**src/rtl/routing_pkg.sv**
```systemverilog
// Shared routing-table definitions: entry geometry, entry field offsets and
// the loader state type. Also consumed by unified_routing_engine.
package routing_pkg;

  localparam int unsigned ENTRY_WIDTH     = 256;
  localparam int unsigned WORD_WIDTH      = 32;
  localparam int unsigned MAX_ENTRIES     = 64;
  localparam int unsigned WORDS_PER_ENTRY = ENTRY_WIDTH / WORD_WIDTH;

  // Bit offsets of the fields inside one routing entry
  localparam int unsigned DST_IP_LSB      = 0;
  localparam int unsigned DST_IP_MSB      = 31;
  localparam int unsigned VALID_BIT       = 32;
  localparam int unsigned DIRECT_HOST_BIT = 40;
  localparam int unsigned BROADCAST_BIT   = 48;
  localparam int unsigned OUT_PORT_LSB    = 64;
  localparam int unsigned OUT_PORT_MSB    = 79;

  typedef enum logic [2:0] {
    IDLE,
    LOAD,
    DRAIN,
    FLUSH,
    DONE
  } load_state_t;

endpackage

```
**src/rtl/route_table_loader.sv**
```systemverilog
// Route table loader: assembles streamed words into routing entries, writes
// them to the table in order, then zero-fills every unused address. Malformed
// streams (short final entry, too many entries) load an all-zero table and
// raise a sticky error.
module route_table_loader #(
  parameter int unsigned ENTRY_WIDTH = routing_pkg::ENTRY_WIDTH,
  parameter int unsigned WORD_WIDTH  = routing_pkg::WORD_WIDTH,
  parameter int unsigned MAX_ENTRIES = routing_pkg::MAX_ENTRIES
) (
  input  logic                                 clk,
  input  logic                                 rst_n,
  input  logic                                 cfg_start,
  input  logic [WORD_WIDTH-1:0]                s_data,
  input  logic                                 s_valid,
  input  logic                                 s_last,
  output logic                                 s_ready,
  output logic                                 init_mode,
  output logic [ENTRY_WIDTH-1:0]               init_entry_data,
  output logic [$clog2(MAX_ENTRIES)-1:0]       init_entry_addr,
  output logic                                 init_entry_wr,
  output logic                                 load_busy,
  output logic                                 load_done,
  output logic                                 load_error,
  output logic [$clog2(MAX_ENTRIES+1)-1:0]     entry_count
);

  localparam int unsigned WORDS  = ENTRY_WIDTH / WORD_WIDTH;
  localparam int unsigned IDX_W  = $clog2(WORDS);
  localparam int unsigned ADDR_W = $clog2(MAX_ENTRIES);
  localparam int unsigned CNT_W  = $clog2(MAX_ENTRIES + 1);
  localparam logic [IDX_W-1:0] LAST_IDX = IDX_W'(WORDS - 1);
  localparam logic [CNT_W-1:0] FULL_CNT = CNT_W'(MAX_ENTRIES);

  routing_pkg::load_state_t state;
  logic [IDX_W-1:0]              word_idx;
  // Holds words 0..WORDS-2; the final word is taken straight from s_data.
  logic [ENTRY_WIDTH-WORD_WIDTH-1:0] asm_buf;
  // Next zero-fill address; kept apart so entry_count reports loaded entries.
  logic [CNT_W-1:0]              flush_addr;

  // Stream handshake and engine-blocking flags decode directly from state
  assign s_ready   = (state == routing_pkg::LOAD) || (state == routing_pkg::DRAIN);
  assign init_mode = (state == routing_pkg::LOAD) || (state == routing_pkg::DRAIN) ||
                     (state == routing_pkg::FLUSH);
  assign load_busy = (state != routing_pkg::IDLE);

  // Load sequencer: assembly, table writes, zero-fill and completion pulse
  always_ff @(posedge clk or negedge rst_n) begin
    if (!rst_n) begin
      state           <= routing_pkg::IDLE;
      word_idx        <= '0;
      asm_buf         <= '0;
      flush_addr      <= '0;
      init_entry_data <= '0;
      init_entry_addr <= '0;
      init_entry_wr   <= 1'b0;
      load_done       <= 1'b0;
      load_error      <= 1'b0;
      entry_count     <= '0;
    end else begin
      init_entry_wr <= 1'b0;
      load_done     <= 1'b0;
      case (state)
        routing_pkg::IDLE: begin
          if (cfg_start) begin
            state       <= routing_pkg::LOAD;
            entry_count <= '0;
            word_idx    <= '0;
            load_error  <= 1'b0;
          end
        end

        routing_pkg::LOAD: begin
          if (s_valid) begin
            if (entry_count == FULL_CNT) begin
              // Table already full and the stream keeps going
              load_error  <= 1'b1;
              entry_count <= '0;
              word_idx    <= '0;
              flush_addr  <= '0;
              state       <= s_last ? routing_pkg::FLUSH : routing_pkg::DRAIN;
            end else if (word_idx == LAST_IDX) begin
              init_entry_wr   <= 1'b1;
              init_entry_data <= {s_data, asm_buf};
              init_entry_addr <= entry_count[ADDR_W-1:0];
              entry_count     <= entry_count + 1'b1;
              word_idx        <= '0;
              if (s_last) begin
                flush_addr <= entry_count + 1'b1;
                state      <= routing_pkg::FLUSH;
              end
            end else if (s_last) begin
              // Stream ended mid-entry: drop the partial entry
              load_error  <= 1'b1;
              entry_count <= '0;
              word_idx    <= '0;
              flush_addr  <= '0;
              state       <= routing_pkg::FLUSH;
            end else begin
              asm_buf[int'(word_idx) * WORD_WIDTH +: WORD_WIDTH] <= s_data;
              word_idx <= word_idx + 1'b1;
            end
          end
        end

        routing_pkg::DRAIN: begin
          if (s_valid && s_last) begin
            flush_addr <= '0;
            state      <= routing_pkg::FLUSH;
          end
        end

        routing_pkg::FLUSH: begin
          if (flush_addr == FULL_CNT) begin
            load_done <= 1'b1;
            state     <= routing_pkg::DONE;
          end else begin
            init_entry_wr   <= 1'b1;
            init_entry_data <= '0;
            init_entry_addr <= flush_addr[ADDR_W-1:0];
            flush_addr      <= flush_addr + 1'b1;
          end
        end

        routing_pkg::DONE: begin
          state <= routing_pkg::IDLE;
        end

        default: state <= routing_pkg::IDLE;
      endcase
    end
  end

endmodule

```
**config.mk**
```make
export PLATFORM = sky130hd
export DESIGN_NAME = route_table_loader
export DESIGN_NICKNAME = d
export VERILOG_FILES = /design/src/rtl/routing_pkg.sv /design/src/rtl/route_table_loader.sv
export SDC_FILE = /design/constraint.sdc
export NUM_CORES = 1
export LEC_CHECK = 0
export BUFFER_PORTS_ARGS = -buffer_cell sky130_fd_sc_hd__buf_2
export CORE_MARGIN = 4
export CORE_UTILIZATION = 40
export CTS_CLUSTER_SIZE = 40
export DETAILED_ROUTE_END_ITERATION = 6
export GPL_TIMING_DRIVEN = 1
export SKIP_LAST_GASP = 1
export SYNTH_ARGS = -nofsm -noshare
export SYNTH_HDL_FRONTEND = slang
export SYNTH_SLANG_ARGS = --single-unit
```
**constraint.sdc**
```tcl
create_clock -name clk -period 2.85 [get_ports clk]
set_clock_uncertainty 0.05 [all_clocks]
set_input_delay 0.1425 -clock clk [delete_from_list [all_inputs] [get_ports clk]]
set_output_delay 0.1425 -clock clk [all_outputs]
set_load 0.03 [all_outputs]
```
### Word level (Yosys, flattened, before mapping)

Cells that the tools add are included.

| word-level totals | value |
|---|---|
| word-level logic and storage cells | 101 |
| output and inout port bits | 275 |
| register bits | 509 |

| operators by class | value |
|---|---|
| muxes and demuxes | 51 |
| shift operators | 2 |
| reduce and logical (&&, ||, !) cells | 15 |
| bitwise gates (word level) | 3 |
| add/sub/neg operators | 4 |
| equal/unequal tests | 16 |

Operators with widths:

| kind | number |
|---|---|
| 256-bit two-way mux | 4 |
| 256-bit one-hot mux with 2 select lines | 1 |
| 224-bit bitwise mux | 1 |
| 32-bit by 34-bit variable shift with 224-bit output (first input constant) | 1 |
| 32-bit by 34-bit variable part select with 224-bit output | 1 |
| 7-bit two-way mux | 11 |
| 8-bit negator with 34-bit output | 1 |
| 3-bit two-way mux | 11 |
| 5-bit AND reduction | 5 |
| 6-bit two-way mux | 4 |
| 7-bit one-hot mux with 3 select lines | 1 |
| 7-bit by 1-bit adder with 7-bit output (second input constant) | 2 |
| 7-bit equality test (second input constant) | 2 |
| 7-bit one-hot mux with 2 select lines | 1 |
| 1-bit two-way mux | 12 |
| 3-bit one-hot mux with 4 select lines | 1 |
| 6-bit one-hot mux with 2 select lines | 1 |
| 2-bit != test (second input constant) | 4 |
| 3-bit by 2-bit equality test with 1-bit output (second input constant) | 2 |
| 2-bit by 1-bit != test with 1-bit output (second input constant) | 3 |
| 3-bit one-hot mux with 2 select lines | 1 |
| 3-bit nonzero test | 2 |
| 4-bit by 2-bit != test with 1-bit output (second input constant) | 1 |
| 1-bit one-hot mux with 2 select lines | 2 |
| other kinds (12) | 16 |

### Logic depth before layout (Yosys ltp)

Gate-level depths: netlist of run 1.

| depth | value |
|---|---|
| depth after elaboration | 6 |
| depth in mapped cells | 11 |
| gate-level depth less buffers | 8 |

### Worst setup path after synthesis of run 1

Ideal clock, no wire load.

| path | value |
|---|---|
| kind | register -> register |
| start point | register entry_count[0] |
| end point | register asm_buf[10] |
| clock period less this slack | 2.540 ns |
| data arrival time | 2.365 ns |
| path slack | 0.310 ns |
| library setup time | 0.125 ns |
| buffers on the path | 1 |
| required time | 2.675 ns |
| cell stages (with the launch flop) | 9 |
| path through | dfrtp_1 inv_1 ha_1 nand4bb_1 o21ai_1 or3_4 nor4_4 buf_6 mux2_2 |

| on the way | value |
|---|---|
| longest elaborated chain between the ends | 3 |

Ends and longest elaborated chain:

| what | RTL line | source |
|---|---|---|
| from (decl) | route_table_loader.sv:24 | `output logic [$clog2(MAX_ENTRIES+1)-1:0] entry_count` |
| from (signal assigned) | route_table_loader.sv:86 | `entry_count <= entry_count + 1'b1;` |
| 7-bit equality test | route_table_loader.sv:75 | `if (entry_count == FULL_CNT) begin` |
| 1-bit NOT (no source line) | -- |  |
| 5-bit AND reduction (no source line) | -- |  |
| to (signal, indexed assignment) | route_table_loader.sv:100 | `asm_buf[int'(word_idx) * WORD_WIDTH +: WORD_WIDTH] <= s_data;` |
| to (decl) | route_table_loader.sv:37 | `logic [ENTRY_WIDTH-WORD_WIDTH-1:0] asm_buf;` |

No other way between the ends.
A chain may end at the register's enable or synchronous reset.

### Worst setup path in the final report of run 1

| path | value |
|---|---|
| start point | register flush_addr[0] |
| end point | register init_entry_data[254] |

| on the way | value |
|---|---|
| longest elaborated chain between the ends | 3 |

Ends and longest elaborated chain:

| what | RTL line | source |
|---|---|---|
| from (decl) | route_table_loader.sv:39 | `logic [CNT_W-1:0] flush_addr;` |
| from (signal assigned) | route_table_loader.sv:89 | `flush_addr <= entry_count + 1'b1;` |
| from (signal assigned) | route_table_loader.sv:121 | `flush_addr <= flush_addr + 1'b1;` |
| 7-bit equality test | route_table_loader.sv:114 | `if (flush_addr == FULL_CNT) begin` |
| 2-bit != test (no source line) | -- |  |
| 5-bit AND reduction (no source line) | -- |  |
| to (signal assigned) | route_table_loader.sv:84 | `init_entry_data <= {s_data, asm_buf};` |
| to (decl) | route_table_loader.sv:18 | `output logic [ENTRY_WIDTH-1:0] init_entry_data,` |

No other way between the ends.

==> results of run 1 <==
[where the power goes]
group | switching (µW) | total (µW) | internal [µW]
Sequential | 475 | 8460 | 7990
Combinational | 4660 | 6290 | 1620
Clock | 2940 | 7520 | 4570
[synth_stat cells, drive strengths merged (2+ instances only)]
cell type / instances
mux2i: 3
and3: 3
mux2: 127
or3: 3
nor2: 19
nand2: 725
nand4: 3
dfrtp: 509
or2: 2
o22ai: 2
xor2: 2
clkbuf: 63
o32a: 2
nand2b: 8
nor3: 6
nor4b: 2
xnor2: 3
a21oi: 4
nor2b: 32
a31oi: 8
ha: 9
nand3: 295
o31ai: 7
and2: 2
buf: 73
nor4: 2
inv: 12
nand3b: 3
o2111ai: 3
a22o: 3
o21ai: 85
[sequential cells by signal, summed over array words and instances (netlist names)]
signal and count:
init_entry_data 256, flush_addr 7, init_entry_addr 6, entry_count 7, load_done 1, load_error 1, init_entry_wr 1, state 3
asm_buf 224, word_idx 3
[repair_timing]
item	4_1_cts	5_1_grt
hold buffers	36	0
gates resized for setup	0	1
hold endpoints to repair	195	0
setup endpoints to repair	0	14
[logic make-up (layout without fill, tap and decap cells)]
family                   after synthesis  count (layout)
AND/OR/NAND/NOR                     1110            1110
flip-flops                           509             509
buffers and inverters                148             513
multiplexers                         130             130
AO/OA/AOI/OAI                        121             121
adder cells (fa/ha/maj)                9               9
XOR/XNOR                               5               5
other                                  0               2
[worst max path at each step]
stage                                          start                               end  slack, ps
after floorplan           entry_count[0]$_DFFE_PN0P_           asm_buf[10]$_DFFE_PN0P_        310
after global placement       word_idx[0]$_DFFE_PN0P_          asm_buf[153]$_DFFE_PN0P_        300
after detailed placement     word_idx[0]$_DFFE_PN0P_          asm_buf[144]$_DFFE_PN0P_        150
after CTS                    word_idx[0]$_DFFE_PN0P_          asm_buf[151]$_DFFE_PN0P_        140
after global routing         word_idx[0]$_DFFE_PN0P_          asm_buf[151]$_DFFE_PN0P_         80
final                      flush_addr[0]$_DFFE_PN0P_  init_entry_data[254]$_DFFE_PN0P_        230
[cell type report]
cell class | count | area, µm² | area share
Sequential cell | 509 | 12740 | 0.5022
Inverter | 12 | 52.55 | 0.002072
Clock buffer | 75 | 1572 | 0.06196
Multi-Input combinational cell | 1375 | 7142 | 0.2816
Clock inverter | 25 | 355.3 | 0.01401
Tap cell | 672 | 840.8 | 0.03315
Timing Repair Buffer | 401 | 2658 | 0.1048
Antenna cell | 2 | 5.005 | 0.0001973
[worst max-delay path, delay by kind of cell (launching register included)]
kind | cells | cell delay (ps)
DFF | 1 | 410
AOI/OAI and AO/OA | 1 | 190
adders and majority gates | 1 | 150
buffers and inverters | 3 | 640
and+or+nand+nor | 4 | 1010
[metrics by stage]
stage	area, µm²	setup WS (ps)	util
global placement	23060	301.8	0.4579
global route	25360	80.67	0.5034
finish	25360	226.9	0.5035
CTS	25350	145.0	0.5033
detailed placement	23060	152.1	0.4579
floorplan	20480	310.3	-
[per-layer routing]
layer  vias to the layer above  routed length (µm)
met4                         0                2252
met5                         -                   0
met3                       102                5010
met1                      7979               28420
li1                       7351                   -
met2                       582               29020
==> results by group, run 1 <==
Critical path
  – Crit path top cell by count: nand2_1
  – Crit start category: flop
  – Worst r2r src: flush_addr[0]$_DFFE_PN0P_
  – Worst Path Arrival: 3090 ps
  – Crit path largest cell delay: 610 ps
  – Crit-path cells: inv_1 > ha_1 > or4b_2 > o21ai_1 > and2_4 > buf_12 > buf_4 > nand2_1 > nand2_1
  – CP endpoint kind: flop
  – RR Endpoint: init_entry_data[254]$_DFFE_PN0P_
  – FF-to-FF path depth: 9
  – Slowest CP cell: or4b_2
  – Critical path peak fanout: 70
  – Crit Path Category: flop to flop
  – WP data required: 3310 ps
  – R2r setup slk: 230 ps

Synthesis
  – Post-synthesis mux area share: 0.07129
  – YS warnings: 0
  – Largest family of logic cells by synthesized area: simple AND/OR/NAND/NOR gates
  – Synth area leaders: dfrtp_1 (62%), nand2_1 (13%), nand3_1 (7.2%)
  – Register area share after synthesis: 0.6219
  – Most used DFF post-synth: dfrtp_1
  – Largest area contributor in the netlist: dfrtp_1
  – Gate Count Post-Synth: 2032
  – Number of synthesized flops with an enable pin: 0
  – Post-synthesis cell type count: 51
  – Yosys top cell area share: 0.6219
  – Syn Nets: 2078
  – XOR/XNOR Fraction of Synth Area: 0.002138
  – Post-Synth Adder-Cell Area: 0.005498
  – Async set or reset register ratio after synthesis: 1.000
  – Synth Cell Area: 20480 µm²
  – Synth Area in Simple Gates: 0.2343
  – Post-Syn Area per Cell: 10.08 µm²
  – Synth Area in Compound Gates: 0.03390
  – Seq cells post-synth: 509

Global route
  – Total gr overflow: 0
  – Vias in the first global route: 15460
  – Largest net degree at the start of global routing: 90
  – Met3 Track Usage GR: 0.04956
  – Gr busiest metal: met2
  – Met2 global-route usage: 0.3538
  – Tot GR Track Use: 0.2324
  – First-pass GRT wire length: 96.47 mm
  – Initial antenna violation count: 6
  – Met1 usage: 0.3328

Timing
  – Hold Vio Cnt, Final: 0
  – Max Clk Rate: 381.2 MHz
  – Fin crit period: 2623 ps
  – Final setup viols: 0
  – Relative slew margins: 0.5100
  – Fin Setup TNS: 0 ps
  – Tightest Pin Transition: 734.9 ps
  – RSZ-0062 raised after global routing: false
  – Max-slew violation count: 0
  – Crit share post-route: 0.9204
  – Hold_ws: 86.21 ps

Clocking
  – Clock Sinks: 509
  – Post-CTS Setup Inserts: 0
  – CTS HTree Levels: 2
  – CTS Root Cell: clkbuf_16
  – Clock slew seen by the registers of the worst setup and hold paths: 60 ps
  – CTS max path bufs: 3
  – Number of buffers created by CTS: 54
  – Worst-Skew Late Latency: 610 ps
  – CTS tree: done

Cells and area
  – Layout area overhead: 23.82%
  – # fillers: 4644
  – Final net count: 2399
  – Share of post-route cells with drive strength above 1: 0.2474
  – Fin cells: 3071
  – Most common cell after layout, fill and taps aside: nand2_1
  – Most frequent cells in the layout: nand2_1 (725), dfrtp_1 (509), buf_2 (310)

Placement
  – Detail Placement HPWL: 41.05 mm
  – Final GP Congestion: 0.8995
  – Port-buffer cells: 311
  – Placed Cells incl. Taps: 2933

Floorplan
  – Placeable Area: 50380 µm²
  – Number of I/O pins: 312
  – DIE AREA: 54890 µm²
  – Chip width: 234.3 µm
  – Row cnt: 82
  – Die Y: 234.3 µm
  – Starting density of the core: 0.4066

Pwr
  – Power Density: 878.0 nW/µm²
  – Worst vdd ir: 0.9989 mV
  – LEAKAGE: 0.01369 µW
  – Overall Power: 22270 µW

Drt
  – Wirelength per Cell: 21.07 µm
  – 1st-iter DRT viols: 1344
  – DRC viols: 0
  – Post-Route WL: 64.71 mm
  – Pre-antenna DRT Iters: 5
  – DRT antenna net count: 0
  – Vias per cell: 5.215
  – Via count: 16010

Min path
  – HP Class: primary input to async pin

Job
  – MaxCap Viol Count: 0

Run status
  – Outcome: finished, final reports clean
(Power assumes the default switching activity.)
==> run 2: changes to the inputs <==
--- a/config.mk
+++ b/config.mk
@@ -7,10 +7,11 @@
 export LEC_CHECK = 0
 export BUFFER_PORTS_ARGS = -buffer_cell sky130_fd_sc_hd__buf_2
 export CORE_MARGIN = 4
-export CORE_UTILIZATION = 40
+export CORE_UTILIZATION = 48
 export CTS_CLUSTER_SIZE = 40
 export DETAILED_ROUTE_END_ITERATION = 6
 export GPL_TIMING_DRIVEN = 1
+export PLACE_DENSITY = 0.69
 export SKIP_LAST_GASP = 1
 export SYNTH_ARGS = -nofsm -noshare
 export SYNTH_HDL_FRONTEND = slang
==> run 2 against run 1 <==
Net effect:
- setup slack got worse by 80 ps
- final cell count is 4.6% lower
- clock-buffer cell count is 1 lower
- register-to-register slack lost 80 ps
- critical path type unchanged
- critical endpoint is now asm_buf[154]$_DFFE_PN0P_
==> results by group, run 2 (synthesized netlist as in run 1, its figures left out) <==
Placement
  – Final GP Congestion: 0.8637
  – Detail Placement HPWL: 39.37 mm
  – Placed Cells incl. Taps: 2796
  – Post-place setup slack: 108.9 ps
  – Port-buffer cells: 311
  – Post-DP Area: 22790 µm²

Global route
  – Vias in the first global route: 15750
  – First-pass GRT wire length: 96.33 mm
  – Tot GR Track Use: 0.2687
  – Largest net degree at the start of global routing: 108
  – Total gr overflow: 0
  – Initial antenna violation count: 2

Min path
  – Hold Path Sink: entry_count[0]$_DFFE_PN0P_
  – HP Class: primary input to flop
  – HP Start: s_valid
  – Hold depth: 4

Pwr
  – Power Density: 871.3 nW/µm²
  – LEAKAGE: 0.01358 µW
  – Worst vdd ir: 0.8353 mV

Critical path
  – WP data required: 3270 ps
  – FF-to-FF path depth: 8
  – Worst Path Arrival: 3130 ps
  – R2r setup slk: 150 ps
  – Crit Path Category: flop to flop
  – CP endpoint kind: flop
  – Critical path peak fanout: 32
  – Crit start category: flop
  – RR Endpoint: asm_buf[154]$_DFFE_PN0P_
  – Worst r2r src: word_idx[0]$_DFFE_PN0P_

Timing
  – Hold_ws: 35.80 ps
  – Max Clk Rate: 369.9 MHz
  – Relative slew margins: 0.5296
  – Fin Setup TNS: 0 ps
  – Crit share post-route: 0.9485
  – Final WS setup: 146.8 ps
  – Hold Vio Cnt, Final: 0
  – Fin crit period: 2703 ps
  – Max-slew violation count: 0
  – RSZ-0062 raised after global routing: false
  – Tightest Pin Transition: 705.5 ps
  – Final setup viols: 0

Job
  – MaxCap Viol Count: 0

Drt
  – Pre-antenna DRT Iters: 5
  – 1st-iter DRT viols: 1548
  – Via count: 15960
  – Post-Route WL: 62.07 mm
  – Wirelength per Cell: 21.18 µm
  – DRT antenna net count: 0
  – DRC viols: 0
  – Vias per cell: 5.445

Cells and area
  – Most frequent cells in the layout: nand2_1 (725), dfrtp_1 (509), buf_2 (310)
  – Top reg by flops: init_entry_data
  – # fillers: 3573
  – Final net count: 2393
  – Max reg flops: 256
  – Biggest regs: init_entry_data: 256 flops, asm_buf: 224 flops
  – Design area: 24960 µm²
  – Flip-flop and latch area: 12740 µm²
  – Share of post-route cells with drive strength above 1: 0.2451
  – Layout area overhead: 21.84%
  – Most common cell after layout, fill and taps aside: nand2_1
  – Fin cells: 2931
  – Multi-input logic area: 7142 µm²

Clocking
  – CTS Root Cell: clkbuf_16
  – Clock slew seen by the registers of the worst setup and hold paths: 60 ps
  – CTS tree: done
  – CTS HTree Levels: 2
  – Worst-Skew Late Latency: 590 ps
  – Clock Sinks: 509
  – Number of buffers created by CTS: 52
  – CTS max path bufs: 3

Floorplan
  – Placeable Area: 42040 µm²
  – DIE AREA: 46040 µm²
  – Die Y: 214.6 µm
  – Chip width: 214.6 µm
  – Starting density of the core: 0.4872
  – Number of I/O pins: 312
  – Row cnt: 75

Run status
  – Outcome: finished, final reports clean
## run 2: cell count changes in the layout (fill, tap and decap cells not counted), sizes merged
cell,before,now
buf,365,362
bufinv,8,5
diode,2,5
clkinvlp,3,2
dlygate4sd3,36,35
inv,12,15
clkinv,14,10
clkbuf,75,74
## run 2: worst max-delay path: stages (launching register included)
cell and delay [ps]:
dfrtp_1 480, inv_1 130, ha_1 230, ha_1 410
and2_1 210, nand3_2 180, nor4_4 240, buf_12 250
mux2_2 370
## run 2: metrics by stage
step | total power (µW) | util
after global routing | 22770 | 0.5933
after floorplan | 12530 | -
after CTS | 21870 | 0.5930
after global placement | 14600 | 0.5422
after detailed placement | 14750 | 0.5422
final | 21740 | 0.5936
## run 2: final cells by class
type	count	share of cell area
Timing Repair Buffer	397	0.1022
Inverter	12	0.002106
Sequential cell	509	0.5104
Multi-Input combinational cell	1375	0.2862
Clock buffer	74	0.06192
Clock inverter	20	0.009677
Tap cell	539	0.02702
Antenna cell	5	0.0005014
## run 2: worst max-delay path by stage
stage                                          start                        to  slack [ps]
after floorplan           entry_count[0]$_DFFE_PN0P_   asm_buf[10]$_DFFE_PN0P_         310
after global placement       word_idx[0]$_DFFE_PN0P_   asm_buf[51]$_DFFE_PN0P_         170
after detailed placement     word_idx[0]$_DFFE_PN0P_   asm_buf[58]$_DFFE_PN0P_         110
after CTS                    word_idx[0]$_DFFE_PN0P_  asm_buf[131]$_DFFE_PN0P_          90
after global routing         word_idx[0]$_DFFE_PN0P_  asm_buf[156]$_DFFE_PN0P_          20
final                        word_idx[0]$_DFFE_PN0P_  asm_buf[154]$_DFFE_PN0P_         150
## run 2: power breakdown
group / internal, µW / leakage [µW] / switching, µW
Clock: 4220 / 0.000886 / 2860
Sequential: 7990 / 0.00700 / 464
Combinational: 1580 / 0.00570 / 4640
Total: 13800 / 0.0136 / 7960
## run 2: layer usage
layer,share of wire,up-vias,GRT usage
met2,0.46,585,0.4132
met3,0.075,93,0.05753
met4,0.036,0,0.09531
li1,-,7342,-
met5,0,-,0
met1,0.43,7938,0.3821
## run 2: repair_timing
| action | CTS | global route |
|---|---|---|
| resized for setup | 0 | 1 |
| endpoints found under the setup margin | 0 | 81 |
| endpoints found under the hold margin | 210 | 0 |
| hold buffers | 35 | 0 |
| buffers inserted | 0 | 1 |
